[config.mk]
export PLATFORM = sky130hd
export DESIGN_NAME = gf163_acc_reduce
export DESIGN_NICKNAME = d
export VERILOG_FILES = /design/src/rtl/gf163_acc_reduce.sv
export SDC_FILE = /design/constraint.sdc
export NUM_CORES = 1
export LEC_CHECK = 0
export ABC_AREA = 1
export BUFFER_PORTS_ARGS = -buffer_cell sky130_fd_sc_hd__buf_2
export CAP_MARGIN = 20
export CORE_MARGIN = 2
export CORE_UTILIZATION = 35
export DETAILED_ROUTE_END_ITERATION = 12
export GPL_TIMING_DRIVEN = 1
export SYNTH_ARGS = -nofsm -noshare
export SYNTH_HDL_FRONTEND = slang
export SYNTH_SLANG_ARGS = --single-unit
[constraint.sdc]
create_clock -name clk -period 1.89 [get_ports clk]
set_input_delay 0.378 -clock clk [delete_from_list [all_inputs] [get_ports clk]]
set_output_delay 0.378 -clock clk [all_outputs]
set_load 0.005 [all_outputs]
[src/rtl/gf163_acc_reduce.sv]
// gf163_acc_reduce
// Digit-serial accumulate-and-reduce stage for the GF(2^163) multiplier.
// Every accepted partial product is folded into the accumulator as
//   acc = reduce((acc << DIGIT) ^ pp)  mod  f(x) = x^163 + x^7 + x^6 + x^3 + 1
// and after NUM_PP products the reduced field element is offered on a
// valid/ready result port.
//
// Build option: define GF163_ACC_ABORT_EN to add an 'abort' input that
// drops an in-flight multiplication (or an unclaimed result) back to IDLE.

module gf163_acc_reduce #(
    parameter int M      = 163,  // field degree, accumulator/result width
    parameter int IN_W   = 170,  // partial-product width, at most M+7
    parameter int DIGIT  = 4,    // accumulator shift per fold
    parameter int NUM_PP = 41    // partial products per multiplication, 1..255
) (
    input  logic            clk,
    input  logic            rst_n,
`ifdef GF163_ACC_ABORT_EN
    input  logic            abort,
`endif
    input  logic            start,
    input  logic            pp_valid,
    output logic            pp_ready,
    input  logic [IN_W-1:0] pp_data,
    output logic            res_valid,
    input  logic            res_ready,
    output logic [M-1:0]    res_data,
    output logic            busy
);

    // FSM encoding
    localparam logic [1:0] S_IDLE = 2'd0;
    localparam logic [1:0] S_ACC  = 2'd1;
    localparam logic [1:0] S_DONE = 2'd2;

    localparam int CNT_W = 8;

    // Low part of f(x): x^7 + x^6 + x^3 + 1. Every overflow bit x^(M+k)
    // is congruent to x^k times this, and k <= 6 keeps the result below
    // degree 14, so one fold always lands fully inside the accumulator.
    localparam logic [M-1:0]     POLY_LOW = M'(8'hC9);
    localparam logic [CNT_W-1:0] LAST_CNT = CNT_W'(NUM_PP - 1);

    logic [1:0]       state_q, state_d;
    logic [M-1:0]     acc_q,   acc_d;
    logic [CNT_W-1:0] cnt_q,   cnt_d;
    logic             res_valid_q;

    logic [IN_W-1:0]  fold_t;
    logic [M-1:0]     acc_red;
    logic             accept;
    logic             abort_req;

`ifdef GF163_ACC_ABORT_EN
    // Abort only has an effect once a multiplication is under way.
    assign abort_req = abort && (state_q != S_IDLE);
`else
    // Without the abort option, ACC is left only by completion or reset.
    assign abort_req = 1'b0;
`endif

    // pp_ready is a pure state decode: no combinational path from pp_valid.
    assign pp_ready = (state_q == S_ACC);
    assign accept   = pp_valid && pp_ready;

    // Shift-and-fold datapath: carry-free product step plus single reduction.
    always_comb begin
        fold_t  = ({{(IN_W - M){1'b0}}, acc_q} << DIGIT) ^ pp_data;
        acc_red = fold_t[M-1:0];
        for (int i = M; i < IN_W; i++) begin
            if (fold_t[i]) begin
                acc_red = acc_red ^ (POLY_LOW << (i - M));
            end
        end
    end

    // Next-state logic for the IDLE -> ACC -> DONE sequence.
    always_comb begin
        // NOTE: every output of this block gets a default first, so no path
        // leaves a variable unassigned and no latch can be inferred.
        state_d = state_q;
        acc_d   = acc_q;
        cnt_d   = cnt_q;

        case (state_q)
            S_IDLE: begin
                if (start) begin
                    acc_d   = '0;
                    cnt_d   = '0;
                    state_d = S_ACC;
                end
            end

            S_ACC: begin
                if (accept) begin
                    acc_d = acc_red;
                    cnt_d = cnt_q + 1'b1;
                    if (cnt_q == LAST_CNT) begin
                        state_d = S_DONE;
                    end
                end
            end

            S_DONE: begin
                // Result is held until taken; start alongside res_ready
                // restarts immediately without an IDLE bubble.
                if (res_ready) begin
                    if (start) begin
                        acc_d   = '0;
                        cnt_d   = '0;
                        state_d = S_ACC;
                    end else begin
                        state_d = S_IDLE;
                    end
                end
            end

            default: begin
                state_d = S_IDLE;
            end
        endcase

        // Abort overrides accept, res_ready and start in the same cycle.
        if (abort_req) begin
            acc_d   = '0;
            cnt_d   = '0;
            state_d = S_IDLE;
        end
    end

    // State, accumulator, counter and registered result-valid.
    always_ff @(posedge clk or negedge rst_n) begin
        if (!rst_n) begin
            state_q     <= S_IDLE;
            acc_q       <= '0;
            cnt_q       <= '0;
            res_valid_q <= 1'b0;
        end else begin
            // NOTE: sequential state uses non-blocking assignments so every
            // register samples the pre-edge values, independent of order.
            state_q     <= state_d;
            acc_q       <= acc_d;
            cnt_q       <= cnt_d;
            res_valid_q <= (state_d == S_DONE);
        end
    end

    assign res_valid = res_valid_q;
    assign res_data  = acc_q;
    assign busy      = (state_q != S_IDLE);

endmodule

**Yosys cells after proc, flatten, opt, wreduce, memory -nomap -nowiden**

Index checks and enable logic that the tools add are counted.

- Add/sub/neg operators: 1
- Eq/ne operators: 6
- Mux-type cells: 21
- Bitwise logic cells: 8
- Reductions and logical operators: 5

Operators with widths:

| operator | count |
|---|---|
| $mux 163 | 3 |
| $pmux 163 s3 | 1 |
| $xor 167x170->170 | 1 |
| $mux 8 | 4 |
| $not 4->4 | 7 |
| $pmux 8 s3 | 1 |
| $mux 14 | 1 |
| $mux 13 | 1 |
| $mux 12 | 1 |
| $mux 11 | 1 |
| $mux 10 | 1 |
| $mux 9 | 1 |
| $add 8x1->8 const B | 1 |
| $eq 8x6->1 const B | 1 |
| $mux 2 | 4 |
| $pmux 2 s3 | 1 |
| $eq 2x2->1 const B | 2 |
| $reduce_and 3->1 | 1 |
| $reduce_bool 3->1 | 1 |
| $eq 2x1->1 const B | 1 |
| $logic_not 2->1 | 1 |
| $ne 2x1->1 const B | 1 |
| $ne 2x2->1 const B | 1 |
| $reduce_bool 2->1 | 1 |
| other kinds (2) | 2 |

- Bits in registers: 174
- Input port bits: 175
- Word-level logic and storage cells: 45

**Longest topological paths before layout**

- Depth in word-level cells: 17
- Gate-level depth with buffers: 10
- Depth with buffers taken out: 9

**Least setup slack after synthesis**

OpenSTA, ideal clock, no wires.

- Kind: reg-to-reg
- Start point: reg state_q[1]
- End point: reg acc_q[128], in the netlist res_data[128]
- Arrival: 1.297 ns
- Data required time: 1.758 ns
- Path slack: 0.461 ns
- Stages on the path, launching flop included: 10
- Path buffers: 3
- Clock period less this slack: 1.429 ns
- Cells stage by stage: dfrtp_1 nor2_4 nand2_2 buf_6 nand2_4 inv_2 buf_6 buf_6 nand2_1 o21ai_1

- Longest elaborated chain between the ends: 4

RTL lines:

| element | line | RTL |
|---|---|---|
| from (decl) | 45 | `logic [1:0] state_q, state_d;` |
| from (signal assigned) | 142 | `state_q <= state_d;` |
| $eq 2x1->1 | 64, 86 |  |
| $logic_and 1x1->1 | 65 | `assign accept = pp_valid && pp_ready;` |
| $ne 2x1->1 (no line) | n/a |  |
| $reduce_and 3->1 (no line) | n/a |  |
| to (signal assigned) | 136 | `acc_q <= '0;` |
| to (signal assigned) | 143 | `acc_q <= acc_d;` |
| to (decl) | 46 | `logic [M-1:0] acc_q, acc_d;` |

Several ways; a longest one is shown, not always the timed one.
A chain may end at the register's enable or synchronous reset.

**Final worst setup path**

- Start point: reg state_q[1]
- End point: out pp_ready

- Longest elaborated chain between the ends: 1

RTL lines:

| element | line | RTL |
|---|---|---|
| $eq 2x1->1 | 64 | `assign pp_ready = (state_q == S_ACC);` |
| to (decl) | 24 | `output logic pp_ready,` |

No other way between the ends.

==> impl_metrics.toml <==
[timing]
relSlewSlack_pct = 69.03
holdWs_ns = 0.2152
fmax_mhz = 559.2
grt_setup_unrepaired = "false"
slew_viol_final = 0
setup_tns_ns = 0
worst_clock_skew_ns = 0.01145
period_minus_slack_ns = 1.788
timing.final.ws_setup_ns = 0.1019
finalHoldViolations = 0
finalSetupViolCount = 0
tightestPinTransition_ns = 0.4645
finalCritPeriodShare_pct = 94.61

[clock_network]
clock_path_buffers = 2
root_buffer = "clkbuf_16"
ctsHtreeMaxLevel = 4
cts.reportedPaths.clkPinSlew_ns = 0.08
cts_tree = "yes"
post-cts-setup-buffers = 0
cts_buffers = 17
insertion_delay_ns = 0.43
clock-sinks = 174

[setup_path]
crit_fanout = 34
slowest_stage = "dfrtp_1"
crit_start = "state_q[1]"
worstSetupPathType = "flop to primary output"
cp-end-kind = "primary output"
critPathRequiredTime_ns = 1.51
cp_cell_sequence = "nor2_4 -> buf_12 -> buf_2"
r2r-start = "state_q[0]"
path_delay_family = "flip-flops"
crit_arrival_ns = 1.41
start_kind = "flop"
crit_buf_inv = 2
critPathMaxStageDelay_ns = 0.43

[floorplan]
row_count = 57
io_pins = 341
die_h_um = 161.1
dieArea_um2 = 25950
start_util_pct = 35.62
core_um2 = 24250
die_w_um = 161.1

[finish]
final_nets = 1493
multi_input_area_um2 = 3809
regArea_um2 = 4354
drive_above_1_share_pct = 33.33
area_growth_pct = 31.03
n_fill_cell = 2406

[place]
io_buffers = 340
routabilityCongestion = 0.8156
hpwl_um = 18120
dp_slack_ns = 0.3176

[power_and_ir_drop]
total_power_mw = 15.13
p_clk_share_pct = 24.2
p_int_mw = 9.550
p_sw_mw = 5.581
vdd_ir_drop_max_mv = 0.5123
seqPwrFrac_pct = 42.3
powerDensity_nw_per_um2 = 1337
comb_power_share_pct = 33.5
p_sw_share_pct = 36.89
p_leak_nw = 5.720

[yosys]
async_flop_share_pct = 100.0
syn-instance-count = 977
seq_area_frac_synth_pct = 50.41
syn_area_um2 = 8637
synth.avg_cell_area_um2 = 8.840
synth_ff_type = "dfrtp_1"
synth_nets = 1154
ys_ff_latch = 174
yosysWarnings = 0
synth_edf_count = 0
synth.distinct_cells = 25

[flow_run]
drv_cap = 0

[grt]
antenna_found_initial = 1
grt_use_total_pct = 18.84
globalRouteOverflowTotal = 0
grt_max_degree = 84
first_global_vias = 7240
grt_pass1_wl_um = 38760

[min_path]
hp-start = "pp_data[116]"
hold_path.class = "input pin to flop"

[route]
drt_iter0_markers = 453
vias = 7587
via_per_inst = 4.587
drt-total-wl_um = 24590
first_pass_iters = 5
ant_nets = 0
wl_per_cell_um = 14.87
drc = 0

[status]
status = "complete, no violations"
## cell usage after synthesis (5+ instances only)
master,count,area (µm²)
nand2_1,320,1201
dfrtp_1,174,4354
o21ai_1,141,705.7
xnor2_1,127,1112
nand3_1,48,240.2
inv_1,40,150.1
or2_2,29,181.4
buf_6,20,225.2
clkbuf_1,17,63.81
o21ai_2,14,122.6
nand4_1,9,56.30
inv_2,7,26.28
a21oi_1,6,30.03
nor2_1,6,22.52
xor2_1,5,43.79
## cells in the final DEF, fill, tap and decap left out, types with 8 or more instances in the layout
master | netlist | final
buf_2 | 2 | 339
nand2_1 | 320 | 320
o21ai_1 | 141 | 141
nand3_1 | 48 | 48
o21ai_2 | 14 | 14
buf_4 | 0 | 10
clkbuf_16 | 0 | 17
buf_12 | 0 | 8
or2_2 | 29 | 29
dfrtp_1 | 174 | 174
inv_1 | 40 | 40
xnor2_1 | 127 | 127
nand4_1 | 9 | 9
## worst min-delay path: cells and delay by family
kind / cells / cell delay, ns
xor+xnor: 1 / 0.10
buf+inv: 1 / 0.08
compound gates: 1 / 0.05
## power groups by stage
stage / clock, mW / combinational [mW] / sequential [mW]
final: 3.66 / 5.07 / 6.40
after global routing: 3.90 / 5.67 / 6.63
after CTS: 3.75 / 5.15 / 6.42
after detailed placement: 0 / 5.14 / 6.45
after global placement: 0 / 5.04 / 6.45
after floorplan: 0 / 2.85 / 6.32
## stage by stage
step                      instances  cell area (µm²)  utilization, %
after floorplan                 977             8637               -
after global placement         1620            10680           44.06
after detailed placement       1620            10680           44.06
after CTS                      1653            11310           46.64
after global routing           1654            11320           46.67
final                          1654            11320           46.67
## sequential cells by signal, indices dropped and copies added, names as in the netlist
register,flops
state_q,2
res_valid,1
cnt_q,8
res_data,163
## layer usage
layer	global-route usage, %	part of all wire [%]
met1	25.01	45
met3	4.289	5.5
met2	31.12	48
met5	0	0
met4	5.114	1.3
## kinds of logic (layout without fill, tap and decap cells)
kind of cell               after synthesis  in the layout  share of synthesized area [%]
DFF                                    174            174                          50.41
and+or+nand+nor                        419            419                          20.31
AOI/OAI and AO/OA                      163            163                          10.05
xor gates and xnor gates               132            132                          13.39
other                                    0              1                              0
adders and majority gates                2              2                         0.2897
buffers and inverters                   87            439                          5.548
## repair_timing
item                                    in CTS  in global routing
resized for setup                            2                  1
endpoints found under the setup margin       1                  1
hold endpoints to repair                    35                  0
hold buffers                                 1                  0
## path summary, 6_finish.rpt
kind	endpoint	slack (ns)	cells past startpoint
worst min-delay path	res_data[116]	0.22	3
worst max register to register	res_data[92]	0.37	8
max in group asynchronous	res_data[124]	0.80	3
worst max-delay path	pp_ready	0.10	3
min in group asynchronous	res_data[94]	0.46	2
worst min register to register	cnt_q[7]	0.52	2
## area by class of cell
type	instances	area share [%]
multi-input combinational	716	33.65
tap	324	3.582
clock inverter	14	1.493
timing repair buffer	359	17.26
clock buffer	18	3.881
inverter	48	1.636
antenna	1	0.02211
sequential	174	38.47
Note: power is estimated with default switching activity, not from simulation.
